### src/rtl/adder_bist_pkg.sv
// Shared types and sizing for the adder BIST controller.
// Optional feature macro used by adder_bist: ADDER_BIST_STOP_ON_ERR_EN.
package adder_bist_pkg;

    typedef enum logic [1:0] {
        S_IDLE,
        S_SETTLE,
        S_CHECK,
        S_DONE
    } state_t;

    localparam int DEFAULT_WIDTH = 6;
    localparam int NUM_VECTORS   = 2 ** (2 * DEFAULT_WIDTH);

    // One vector index concatenates both operands.
    function automatic int idx_width(input int width);
        return 2 * width;
    endfunction

endpackage

### src/rtl/adder_ref_model.sv
// Golden adder: the WIDTH+1-bit sum the device under test must reproduce.
module adder_ref_model
    import adder_bist_pkg::*;
#(
    parameter int WIDTH = DEFAULT_WIDTH
) (
    input  logic [WIDTH-1:0] x,
    input  logic [WIDTH-1:0] y,
    output logic [WIDTH:0]   sum
);

    assign sum = {1'b0, x} + {1'b0, y};

endmodule

### src/rtl/adder_bist.sv
// Exhaustive self-test sweep for a WIDTH-bit ripple adder with error logging.
// Define ADDER_BIST_STOP_ON_ERR_EN to halt the sweep on the first mismatch.
module adder_bist
    import adder_bist_pkg::*;
#(
    parameter int WIDTH  = DEFAULT_WIDTH,
    parameter int SETTLE = 1
) (
    input  logic                 clk,
    input  logic                 rst_n,
    input  logic                 start,
    output logic [WIDTH-1:0]     x,
    output logic [WIDTH-1:0]     y,
    input  logic [WIDTH-1:0]     s_in,
    input  logic                 cout_in,
    output logic                 busy,
    output logic                 done,
    output logic                 pass,
    output logic [2*WIDTH:0]     err_count,
    output logic [2*WIDTH-1:0]   first_err_idx,
    output logic                 first_err_valid
);

    localparam int              IW          = idx_width(WIDTH);
    localparam int              EW          = IW + 1;
    localparam int              CW          = (SETTLE > 1) ? $clog2(SETTLE) : 1;
    localparam logic [IW-1:0]   IDX_MAX     = '1;
    localparam logic [CW-1:0]   SETTLE_LAST = CW'(SETTLE - 1);

    state_t          state, state_next;
    logic [IW-1:0]   idx;
    logic [CW-1:0]   settle_cnt;
    logic [WIDTH:0]  golden;
    logic            mismatch;
    logic            stop_on_err;

    adder_ref_model #(.WIDTH(WIDTH)) u_ref (
        .x   (x),
        .y   (y),
        .sum (golden)
    );

    assign mismatch = (golden != {cout_in, s_in});

`ifdef ADDER_BIST_STOP_ON_ERR_EN
    assign stop_on_err = mismatch;
`else
    assign stop_on_err = 1'b0;
`endif

    // Operands come straight from the registered index, so they never glitch.
    assign x    = idx[IW-1:WIDTH];
    assign y    = idx[WIDTH-1:0];
    assign busy = (state == S_SETTLE) || (state == S_CHECK);
    assign done = (state == S_DONE);

    always_ff @(posedge clk or negedge rst_n) begin
        if (!rst_n) state <= S_IDLE;
        else        state <= state_next;
    end

    always_comb begin
        // NOTE: default first so every path assigns state_next and no latch is inferred.
        state_next = state;
        case (state)
            S_IDLE, S_DONE: if (start) state_next = S_SETTLE;
            S_SETTLE:       if (settle_cnt == SETTLE_LAST) state_next = S_CHECK;
            S_CHECK:        state_next = (idx == IDX_MAX || stop_on_err) ? S_DONE : S_SETTLE;
            default:        state_next = S_IDLE;
        endcase
    end

    always_ff @(posedge clk or negedge rst_n) begin
        if (!rst_n) begin
            idx             <= '0;
            settle_cnt      <= '0;
            err_count       <= '0;
            first_err_idx   <= '0;
            first_err_valid <= 1'b0;
            pass            <= 1'b0;
        end else begin
            // NOTE: non-blocking assignments keep every register sampling pre-edge values.
            case (state)
                S_IDLE, S_DONE: begin
                    if (start) begin
                        idx             <= '0;
                        settle_cnt      <= '0;
                        err_count       <= '0;
                        first_err_idx   <= '0;
                        first_err_valid <= 1'b0;
                        pass            <= 1'b0;
                    end
                end
                S_SETTLE: begin
                    if (settle_cnt != SETTLE_LAST) settle_cnt <= settle_cnt + CW'(1);
                end
                S_CHECK: begin
                    if (mismatch) begin
                        err_count <= err_count + EW'(1);
                        if (!first_err_valid) begin
                            first_err_idx   <= idx;
                            first_err_valid <= 1'b1;
                        end
                    end
                    // The final compare must count toward pass, so use it directly.
                    if (state_next == S_DONE) begin
                        pass <= (err_count == '0) && !mismatch;
                    end else begin
                        idx        <= idx + IW'(1);
                        settle_cnt <= '0;
                    end
                end
                default: ;
            endcase
        end
    end

endmodule

### config.mk
export PLATFORM = sky130hd
export DESIGN_NAME = adder_bist
export DESIGN_NICKNAME = d
export VERILOG_FILES = /design/src/rtl/adder_bist_pkg.sv /design/src/rtl/adder_ref_model.sv /design/src/rtl/adder_bist.sv
export SDC_FILE = /design/constraint.sdc
export NUM_CORES = 1
export LEC_CHECK = 0
export BUFFER_PORTS_ARGS = -buffer_cell sky130_fd_sc_hd__buf_2
export CORE_ASPECT_RATIO = 0.6
export CORE_MARGIN = 4
export CORE_UTILIZATION = 50
export CTS_BUF_LIST = sky130_fd_sc_hd__clkbuf_2
export DETAILED_ROUTE_END_ITERATION = 8
export PLACE_DENSITY = 0.8
export SETUP_SLACK_MARGIN = 0.02
export SLEW_MARGIN = 20
export SYNTH_ARGS = -nofsm -noshare
export SYNTH_HDL_FRONTEND = slang
export SYNTH_SLANG_ARGS = --single-unit
### constraint.sdc
create_clock -name clk -period 4.16 [get_ports clk]
set_input_delay 0 -clock clk [delete_from_list [all_inputs] [get_ports clk]]
set_output_delay 0 -clock clk [all_outputs]
set_load 0.01 [all_outputs]
==> results.yml, run 1 <==
place:
  dp_cells: 391
  dpl.hpwl_um: 4390
  gp_congestion: 0.830
  numPortBuffers: 50
setup_path:
  crit_chain: "ha_1, fa_1, a21o_1, a2111oi_0, a211o_1, nand3b_1, o21ai_2, buf_4, mux2_1"
  cp_max_fo: 51
  r2r_setup_slack_ns: 0.94
  ff2ff_path_depth: 9
  cp-end-kind: "flop"
  arrival_ns: 3.52
  critPathKind: "reg2reg"
  r2r-end: "first_err_valid$_DFFE_PN0P_"
  worstSetupStartpointType: "flop"
  rr_startpoint: "idx[0]$_DFFE_PN0P_"
  cpMaxStageDelayCell: "dfrtp_1"
  cpPeakStageDelay_ns: 0.50
  crit_required_ns: 4.46
route:
  via_per_inst: 5.71
  first_pass_iters: 4
  wl_met2_um: 2510
  wl_met3_um: 495
  drt_iter0_markers: 131
  drt.antenna.violating_nets: 0
  top_layer_used: "met4"
  drt-met1-wl_um: 2880
  dr_total_vias: 2291
  wire_per_inst_um: 14.8
  routed_wirelength_um: 5950
  drc: 0
floorplan:
  pin_count: 51
  die-area_mm2: 0.00629
  chipWidth_um: 99.7
  start_util: 0.533
  die_h_um: 63.0
  num_rows: 19
  core_area_mm2: 0.00473
clocking:
  clkLatencyLatePin_ns: 0.40
  cts_setup_buffers: 0
  cts_sinks: 41
  htree_levels: 2
  cts_tree: "built"
  ctsHoldBuffers: 2
  clk_pin_slew_worst_paths_ns: 0.23
  clock_path_buffers: 2
  cts_resized: 0
  cts_buffers: 5
  cts_root_buf: "clkbuf_2"
yosys:
  synth-edff-count: 0
  syn_inst: 290
  syn_area_mm2: 0.00252
  ys_ff_latch: 41
  synth_flop_cell: "dfrtp_1"
  synth_warnings: 0
  yosysSeqAreaShare: 0.407
  synth_area_per_cell_um2: 8.70
  async_flop_share: 1.00
  synth_cell_types: 44
  synth_nets: 313
timing:
  worst_slew_pin_slew_ns: 0.902
  setup_tns_ns: 0
  relSlewSlack: 0.399
  fin_skew_ns: 0.0214
  setup_violations: 0
  fin_crit_sh: 0.774
  slew_viol_final: 0
  hold_slack_ns: 0.236
  max_freq_ghz: 0.311
  rsz0062_at_grt: "no"
  fin_crit_ns: 3.22
  hold_violations: 0
finish:
  layout_common_cells: "nand2_1, buf_2, dfrtp_1"
  final_common_cell: "nand2_1"
  areaGrowthSynthToFinish_pct: 14.1
  fin_cells: 401
  n_fill_cell: 431
  seq_area_mm2: 0.00103
  multi_input_area_mm2: 0.00140
  utilization: 0.609
  nets: 360
  antenna_cells: 0
  drive_gt1_frac: 0.180
pwr:
  irDropWorstVdd_uv: 293
  leakagePower_nw: 1.47
  fin_total_pwr_w: 0.00112
  power_density_mw_per_mm2: 389
run_status:
  status: "finished, final reports clean"
global_routing:
  grt_pass1_vias: 2116
  grt_usage: 0.205
  grt_overflow: 0
  grt_max_degree: 52
  antenna_found_initial: 0
  grt_pass1_wl_um: 10400
min_path:
  hold_class: "in2async"
job:
  max_cap_viol_count: 0
[flip-flops by register name, summed over array words and instances (netlist names)]
register         flops
err_count           13
first_err_idx       12
idx                 12
state                2
first_err_valid      1
pass                 1
[worst max-delay path, delay by kind of cell (launching register included)]
family	cells	cell delay, ns
buf+inv	1	0.40
simple gates	1	0.11
flops	1	0.50
mux	1	0.37
fa+ha+maj	2	0.69
compound gates	4	1.02
[logic make-up after synthesis]
family          synth area share
simple gates               0.314
xor+xnor                  0.0575
compound gates             0.111
flops                      0.407
buf+inv                   0.0397
fa+ha+maj                 0.0674
mux                      0.00446
[synth_stat cells, types with 2 or more instances]
master,instances,area [um2]
a211o_1,3,26.3
a21o_1,6,45.0
a21oi_1,5,25.0
and3_1,5,31.3
buf_2,2,10.0
buf_4,3,22.5
clkbuf_1,8,30.0
dfrtp_1,41,1030
ha_1,12,150
inv_1,7,26.3
nand2_1,63,236
nand3_1,31,155
nand3b_1,5,37.5
nor2_1,15,56.3
nor2b_1,2,12.5
nor3_1,5,25.0
nor3b_1,2,15.0
nor4_1,4,25.0
nor4b_1,4,35.0
o21ai_0,9,45.0
o21ai_1,2,10.0
o22ai_1,5,31.3
o31a_1,2,17.5
or3_1,13,81.3
or4b_1,5,50.1
xnor2_1,11,96.3
xor2_1,3,26.3
[layout make-up]
| cell class | count | area share |
|---|---|---|
| multi-input combinational | 228 | 0.485 |
| sequential | 41 | 0.356 |
| timing repair buffer | 54 | 0.0990 |
| tap | 63 | 0.0274 |
| clock inverter | 3 | 0.0143 |
| inverter | 7 | 0.00912 |
| clock buffer | 5 | 0.00869 |
[routing by layer]
metal,up-vias,track usage
met5,-,0
met4,0,0.0426
met3,9,0.0569
met2,81,0.297
met1,1076,0.303
li1,1125,-
[per-stage QoR]
stage,setup WS [ns],instance area (um2)
6_report,0.942,2880
3_3_place_gp,1.21,2790
5_1_grt,0.763,2880
3_5_place_dp,0.977,2790
2_1_floorplan,1.40,2520
4_1_cts,0.953,2880
[how the worst max path moves through the flow]
stage | start | end | slack (ns)
2_1_floorplan | idx[0]$_DFFE_PN0P_ | first_err_valid$_DFFE_PN0P_ | 1.40
3_3_place_gp | idx[0]$_DFFE_PN0P_ | first_err_valid$_DFFE_PN0P_ | 1.21
3_5_place_dp | idx[0]$_DFFE_PN0P_ | first_err_valid$_DFFE_PN0P_ | 0.98
4_1_cts | idx[0]$_DFFE_PN0P_ | first_err_valid$_DFFE_PN0P_ | 0.95
5_1_grt | idx[0]$_DFFE_PN0P_ | first_err_valid$_DFFE_PN0P_ | 0.76
6_report | idx[0]$_DFFE_PN0P_ | first_err_valid$_DFFE_PN0P_ | 0.94
[report_power, final]
part           internal, W  switching, W  total, W
Combinational     0.000129      0.000269  0.000398
Sequential        0.000434     0.0000532  0.000487
Clock            0.0000995      0.000137  0.000236
Note: power is estimated with default switching activity, not from simulation.
==> run 2: changes to the inputs <==
==> constraint.sdc (replaced) <==
create_clock -name clk -period 3.34 [get_ports clk]
set_input_delay 0 -clock clk [delete_from_list [all_inputs] [get_ports clk]]
set_output_delay 0 -clock clk [all_outputs]
set_load 0.01 [all_outputs]
==> run 2 against run 1 <==
Effect of this change: total power grew 27%; maximum frequency is 7.9% higher; sequential power up 25%; die area is the same; wire length grew 3.3%; via count grew 1.7%; critical path type unchanged; highest routed layer unchanged; utilization increased by 0.42 points; register-to-register slack worse by 0.59 ns; first-iteration DRC count rose by 66%.
==> results.yml, run 2 (synthesis gave the netlist of run 1 again) <==
global_routing:
  grt_pass1_wl_um: 10600
  grt_usage: 0.209
  antenna_found_initial: 0
  grt_pass1_vias: 2118
  grt_overflow: 0
  grt_max_degree: 52
timing:
  hold_slack_ns: 0.200
  max_freq_ghz: 0.335
  setup_violations: 0
  slew_viol_final: 0
  fin_crit_ns: 2.98
  worst_slew_pin_slew_ns: 0.899
  relSlewSlack: 0.401
  hold_violations: 0
  fin_skew_ns: 0.0161
  setup_tns_ns: 0
  rsz0062_at_grt: "no"
  fin_crit_sh: 0.893
place:
  dpl.hpwl_um: 4460
  gp_congestion: 0.904
  numPortBuffers: 50
  dp_cells: 392
route:
  first_pass_iters: 6
  wire_per_inst_um: 15.3
  routed_wirelength_um: 6150
  drt.antenna.violating_nets: 0
  drt_iter0_markers: 218
  via_per_inst: 5.80
  drc: 0
  dr_total_vias: 2330
finish:
  drive_gt1_frac: 0.183
  fin_cells: 402
  top_register: "err_count"
  layout_common_cells: "nand2_1, buf_2, dfrtp_1"
  antenna_cells: 0
  reg_top3: "err_count (13), first_err_idx (12), idx (12)"
  seq_area_mm2: 0.00103
  areaGrowthSynthToFinish_pct: 14.9
  largest_reg_flops: 13
  final_common_cell: "nand2_1"
  multi_input_area_mm2: 0.00140
  nets: 361
  n_fill_cell: 426
floorplan:
  die-area_mm2: 0.00629
  die_h_um: 63.0
  start_util: 0.533
  chipWidth_um: 99.7
  core_area_mm2: 0.00473
  pin_count: 51
  num_rows: 19
setup_path:
  endpoint: "err_count[7]$_DFFE_PN0P_"
  cpMaxStageDelayCell: "or4b_1"
  cp-startpoint: "idx[0]$_DFFE_PN0P_"
  cpPeakStageDelay_ns: 0.51
  crit_chain: "ha_1, fa_1, a21o_1, a21o_1, a221oi_1, nand3b_1, o21ai_2, buf_12, or4b_1, nand3_1"
  cp_num_buf_inv: 1
  crit_cells: 10
  critPathKind: "reg2reg"
  arrival_ns: 3.37
  crit_required_ns: 3.73
  ff2ff_path_depth: 10
  cp_max_fo: 51
  worstSetupStartpointType: "flop"
  rr_startpoint: "idx[0]$_DFFE_PN0P_"
  cp_top_family: "simple AND/OR/NAND/NOR gates"
  cp-end-kind: "flop"
  r2r_setup_slack_ns: 0.36
  cpMostUsedCell: "a21o_1"
  r2r-end: "err_count[7]$_DFFE_PN0P_"
clocking:
  clk_pin_slew_worst_paths_ns: 0.22
  cts_buffers: 5
  cts_root_buf: "clkbuf_2"
  clkLatencyLatePin_ns: 0.42
  cts_tree: "built"
  cts_sinks: 41
  cts_resized: 0
  clock_path_buffers: 2
  htree_levels: 2
pwr:
  leakagePower_nw: 1.48
  irDropWorstVdd_uv: 396
  power_density_mw_per_mm2: 493
  fin_total_pwr_w: 0.00143
job:
  max_cap_viol_count: 0
min_path:
  hold_class: "in2async"
run_status:
  status: "finished, final reports clean"
run 2: timing repair:
item	in CTS	in global routing
hold buffers	2	0
setup buffers	0	0
endpoints found under the hold margin	43	0
endpoints found under the setup margin	0	0
run 2: worst reg2reg max path, delay by kind of cell (launching register included):
family / cells / cell delay (ns)
compound gates: 4 / 0.77
fa+ha+maj: 2 / 0.69
buf+inv: 1 / 0.18
flops: 1 / 0.50
simple gates: 3 / 0.81
run 2: layout make-up:
class | instances | area share
Multi-Input combinational cell | 228 | 0.482
Sequential cell | 41 | 0.354
Timing Repair Buffer | 55 | 0.105
Tap cell | 63 | 0.0272
Clock inverter | 3 | 0.0142
Inverter | 7 | 0.00906
Clock buffer | 5 | 0.00863
run 2: where the power goes:
group | internal (W) | switching, W | leakage [nW]
sequential | 0.000540 | 0.0000668 | 0.567
clock | 0.000124 | 0.000176 | 0.0366
combinational | 0.000178 | 0.000344 | 0.881
run 2: stage by stage:
| step | area, um2 | utilization | setup WS, ns |
|---|---|---|---|
| 6_report | 2900 | 0.613 | 0.356 |
| 2_1_floorplan | 2520 | - | 0.582 |
| 3_3_place_gp | 2810 | 0.595 | 0.512 |
| 3_5_place_dp | 2810 | 0.595 | 0.406 |
| 4_1_cts | 2900 | 0.613 | 0.374 |
| 5_1_grt | 2900 | 0.613 | 0.115 |
run 2: worst min-delay path by stage:
stage / start / to / slack [ns]
2_1_floorplan: rst_n / err_count[0]$_DFFE_PN0P_ / -0.30
3_3_place_gp: rst_n / first_err_idx[8]$_DFFE_PN0P_ / 0.19
3_5_place_dp: rst_n / first_err_idx[8]$_DFFE_PN0P_ / 0.19
4_1_cts: rst_n / first_err_idx[2]$_DFFE_PN0P_ / 0.23
5_1_grt: rst_n / first_err_idx[2]$_DFFE_PN0P_ / 0.28
6_report: rst_n / first_err_idx[2]$_DFFE_PN0P_ / 0.20
run 2: routing by layer:
layer | vias up | routed length [um] | track usage
met2 | 94 | 2530 | 0.294
met4 | 0 | 132 | 0.0664
met3 | 17 | 428 | 0.0491
met5 | - | 0 | 0
li1 | 1123 | - | -
met1 | 1096 | 3060 | 0.315
==> run 3: changes to the inputs <==
--- a/config.mk
+++ b/config.mk
@@ -12,7 +12,7 @@
 export CTS_BUF_LIST = sky130_fd_sc_hd__clkbuf_2
 export DETAILED_ROUTE_END_ITERATION = 8
 export PLACE_DENSITY = 0.8
-export SETUP_SLACK_MARGIN = 0.02
+export SETUP_SLACK_MARGIN = 0.4
 export SLEW_MARGIN = 20
 export SYNTH_ARGS = -nofsm -noshare
 export SYNTH_HDL_FRONTEND = slang
==> run 3 against run 2 <==
Effect of this change: non-clock buffer count up 4; sequential power about the same; utilization up 1.1 points; combinational power up 4.4%; wire length up 4.9%; flip-flop and latch count unchanged; die area unchanged; critical endpoint unchanged.
==> results.yml, run 3 (synthesis gave the netlist of run 1 again) <==
global_routing:
  grt_usage: 0.210
  grt_overflow: 0
  grt_pass1_wl_um: 10700
  antenna_found_initial: 0
  grt_pass1_vias: 2119
  grt_max_degree: 52
setup_path:
  crit_chain: "ha_2, fa_2, a21o_1, a21o_1, a221oi_1, nand3b_1, o21ai_2, buf_12, or4b_1, nand3_1"
  worstSetupStartpointType: "flop"
  cpMostUsedCell: "a21o_1"
  r2r-end: "err_count[7]$_DFFE_PN0P_"
  cp_max_fo: 51
  critPathKind: "reg2reg"
  arrival_ns: 3.29
  ff2ff_path_depth: 10
  rr_startpoint: "idx[0]$_DFFE_PN0P_"
  cpMaxStageDelayCell: "or4b_1"
  crit_required_ns: 3.73
  cp-end-kind: "flop"
  r2r_setup_slack_ns: 0.44
  cpPeakStageDelay_ns: 0.51
place:
  dpl.hpwl_um: 4460
  gp_congestion: 0.904
  numPortBuffers: 50
  placed_cell_area_mm2: 0.00281
clocking:
  cts_buffers: 5
  cts_tree: "built"
  clk_pin_slew_worst_paths_ns: 0.22
  cts_sinks: 41
  clock_path_buffers: 2
  clkLatencyLatePin_ns: 0.42
  htree_levels: 2
  cts_root_buf: "clkbuf_2"
finish:
  multi_input_area_mm2: 0.00142
  top_register: "err_count"
  antenna_cells: 0
  n_fill_cell: 426
  largest_reg_flops: 13
  layout_common_cells: "nand2_1, buf_2, dfrtp_1"
  areaGrowthSynthToFinish_pct: 16.9
  seq_area_mm2: 0.00103
  drive_gt1_frac: 0.210
  stdcell_area_mm2: 0.00295
  final_common_cell: "nand2_1"
  reg_top3: "err_count (13), first_err_idx (12), idx (12)"
  nets: 365
route:
  first_pass_iters: 5
  wire_per_inst_um: 15.9
  routed_wirelength_um: 6450
  drt.antenna.violating_nets: 0
  via_per_inst: 5.82
  drt_iter0_markers: 220
  drc: 0
  dr_total_vias: 2364
pwr:
  p_int_w: 0.000852
  pwr-share-comb: 0.375
  power_density_mw_per_mm2: 492
  pwr-share-seq: 0.417
  leakagePower_nw: 1.50
  fin_total_pwr_w: 0.00145
  irDropWorstVdd_uv: 408
  switching_share: 0.413
  net-switching-power_w: 0.000599
  p_clk_frac: 0.208
floorplan:
  pin_count: 51
  start_util: 0.533
  num_rows: 19
  chipWidth_um: 99.7
  die_h_um: 63.0
  core_area_mm2: 0.00473
  die-area_mm2: 0.00629
timing:
  fin_crit_ns: 2.90
  slew_viol_final: 0
  worst_slew_pin_slew_ns: 0.904
  setup_violations: 0
  fin_crit_sh: 0.869
  relSlewSlack: 0.398
  fin_skew_ns: 0.0149
  max_freq_ghz: 0.345
  rsz0062_at_grt: "no"
  hold_violations: 0
  setup_tns_ns: 0
job:
  max_cap_viol_count: 0
run_status:
  status: "finished, final reports clean"
min_path:
  hold_class: "in2async"
run 3: critical path, delay by kind of cell (launching register included):
kind	cells	cell delay (ns)
compound gates	4	0.80
fa+ha+maj	2	0.59
buf+inv	1	0.18
flops	1	0.48
simple gates	3	0.81
run 3: routing by layer:
| metal | routed length [um] | vias up | GRT usage | share of wire |
|---|---|---|---|---|
| met5 | 0 | - | 0 | 0 |
| li1 | - | 1136 | - | - |
| met3 | 467 | 18 | 0.0479 | 0.072 |
| met4 | 139 | 0 | 0.0698 | 0.022 |
| met2 | 2800 | 91 | 0.294 | 0.43 |
| met1 | 3040 | 1119 | 0.317 | 0.47 |
run 3: how the worst max path moves through the flow:
stage | from | slack [ns] | depth (start not counted) | end
6_report | idx[0]$_DFFE_PN0P_ | 0.44 | 10 | err_count[7]$_DFFE_PN0P_
5_1_grt | idx[0]$_DFFE_PN0P_ | 0.35 | 10 | err_count[11]$_DFFE_PN0P_
4_1_cts | idx[6]$_DFFE_PN0P_ | 0.41 | 10 | err_count[7]$_DFFE_PN0P_
3_5_place_dp | idx[0]$_DFFE_PN0P_ | 0.41 | 10 | err_count[7]$_DFFE_PN0P_
3_3_place_gp | idx[0]$_DFFE_PN0P_ | 0.51 | 9 | first_err_valid$_DFFE_PN0P_
2_1_floorplan | idx[0]$_DFFE_PN0P_ | 0.58 | 9 | first_err_valid$_DFFE_PN0P_
run 3: metrics by stage:
stage,util,cells,hold slack (ns),worst slack (ns)
after floorplan,-,290,-0.296,0.582
after global placement,0.595,392,0.188,0.512
after detailed placement,0.595,392,0.190,0.406
after CTS,0.615,403,0.235,0.413
after global routing,0.624,406,0.280,0.350
final,0.624,406,0.210,0.438
run 3: layout make-up:
class,instances,area share
Clock buffer,5,0.00848
Clock inverter,3,0.0140
Inverter,7,0.00891
Multi-Input combinational cell,228,0.480
Sequential cell,41,0.349
Tap cell,63,0.0267
Timing Repair Buffer,59,0.114
run 3: repair_timing:
item,in CTS,in global routing
hold endpoints to repair,43,0
setup buffers,1,3
setup endpoints to repair,5,25
hold buffers,2,0
gates resized for setup,1,6
run 3: power by group through the flow:
stage	clock network (W)	registers, W	logic [W]
3_5_place_dp	0	0.000615	0.000513
3_3_place_gp	0	0.000612	0.000502
2_1_floorplan	0	0.000609	0.000386
6_report	0.000302	0.000605	0.000545
5_1_grt	0.000325	0.000613	0.000615
4_1_cts	0.000307	0.000601	0.000533
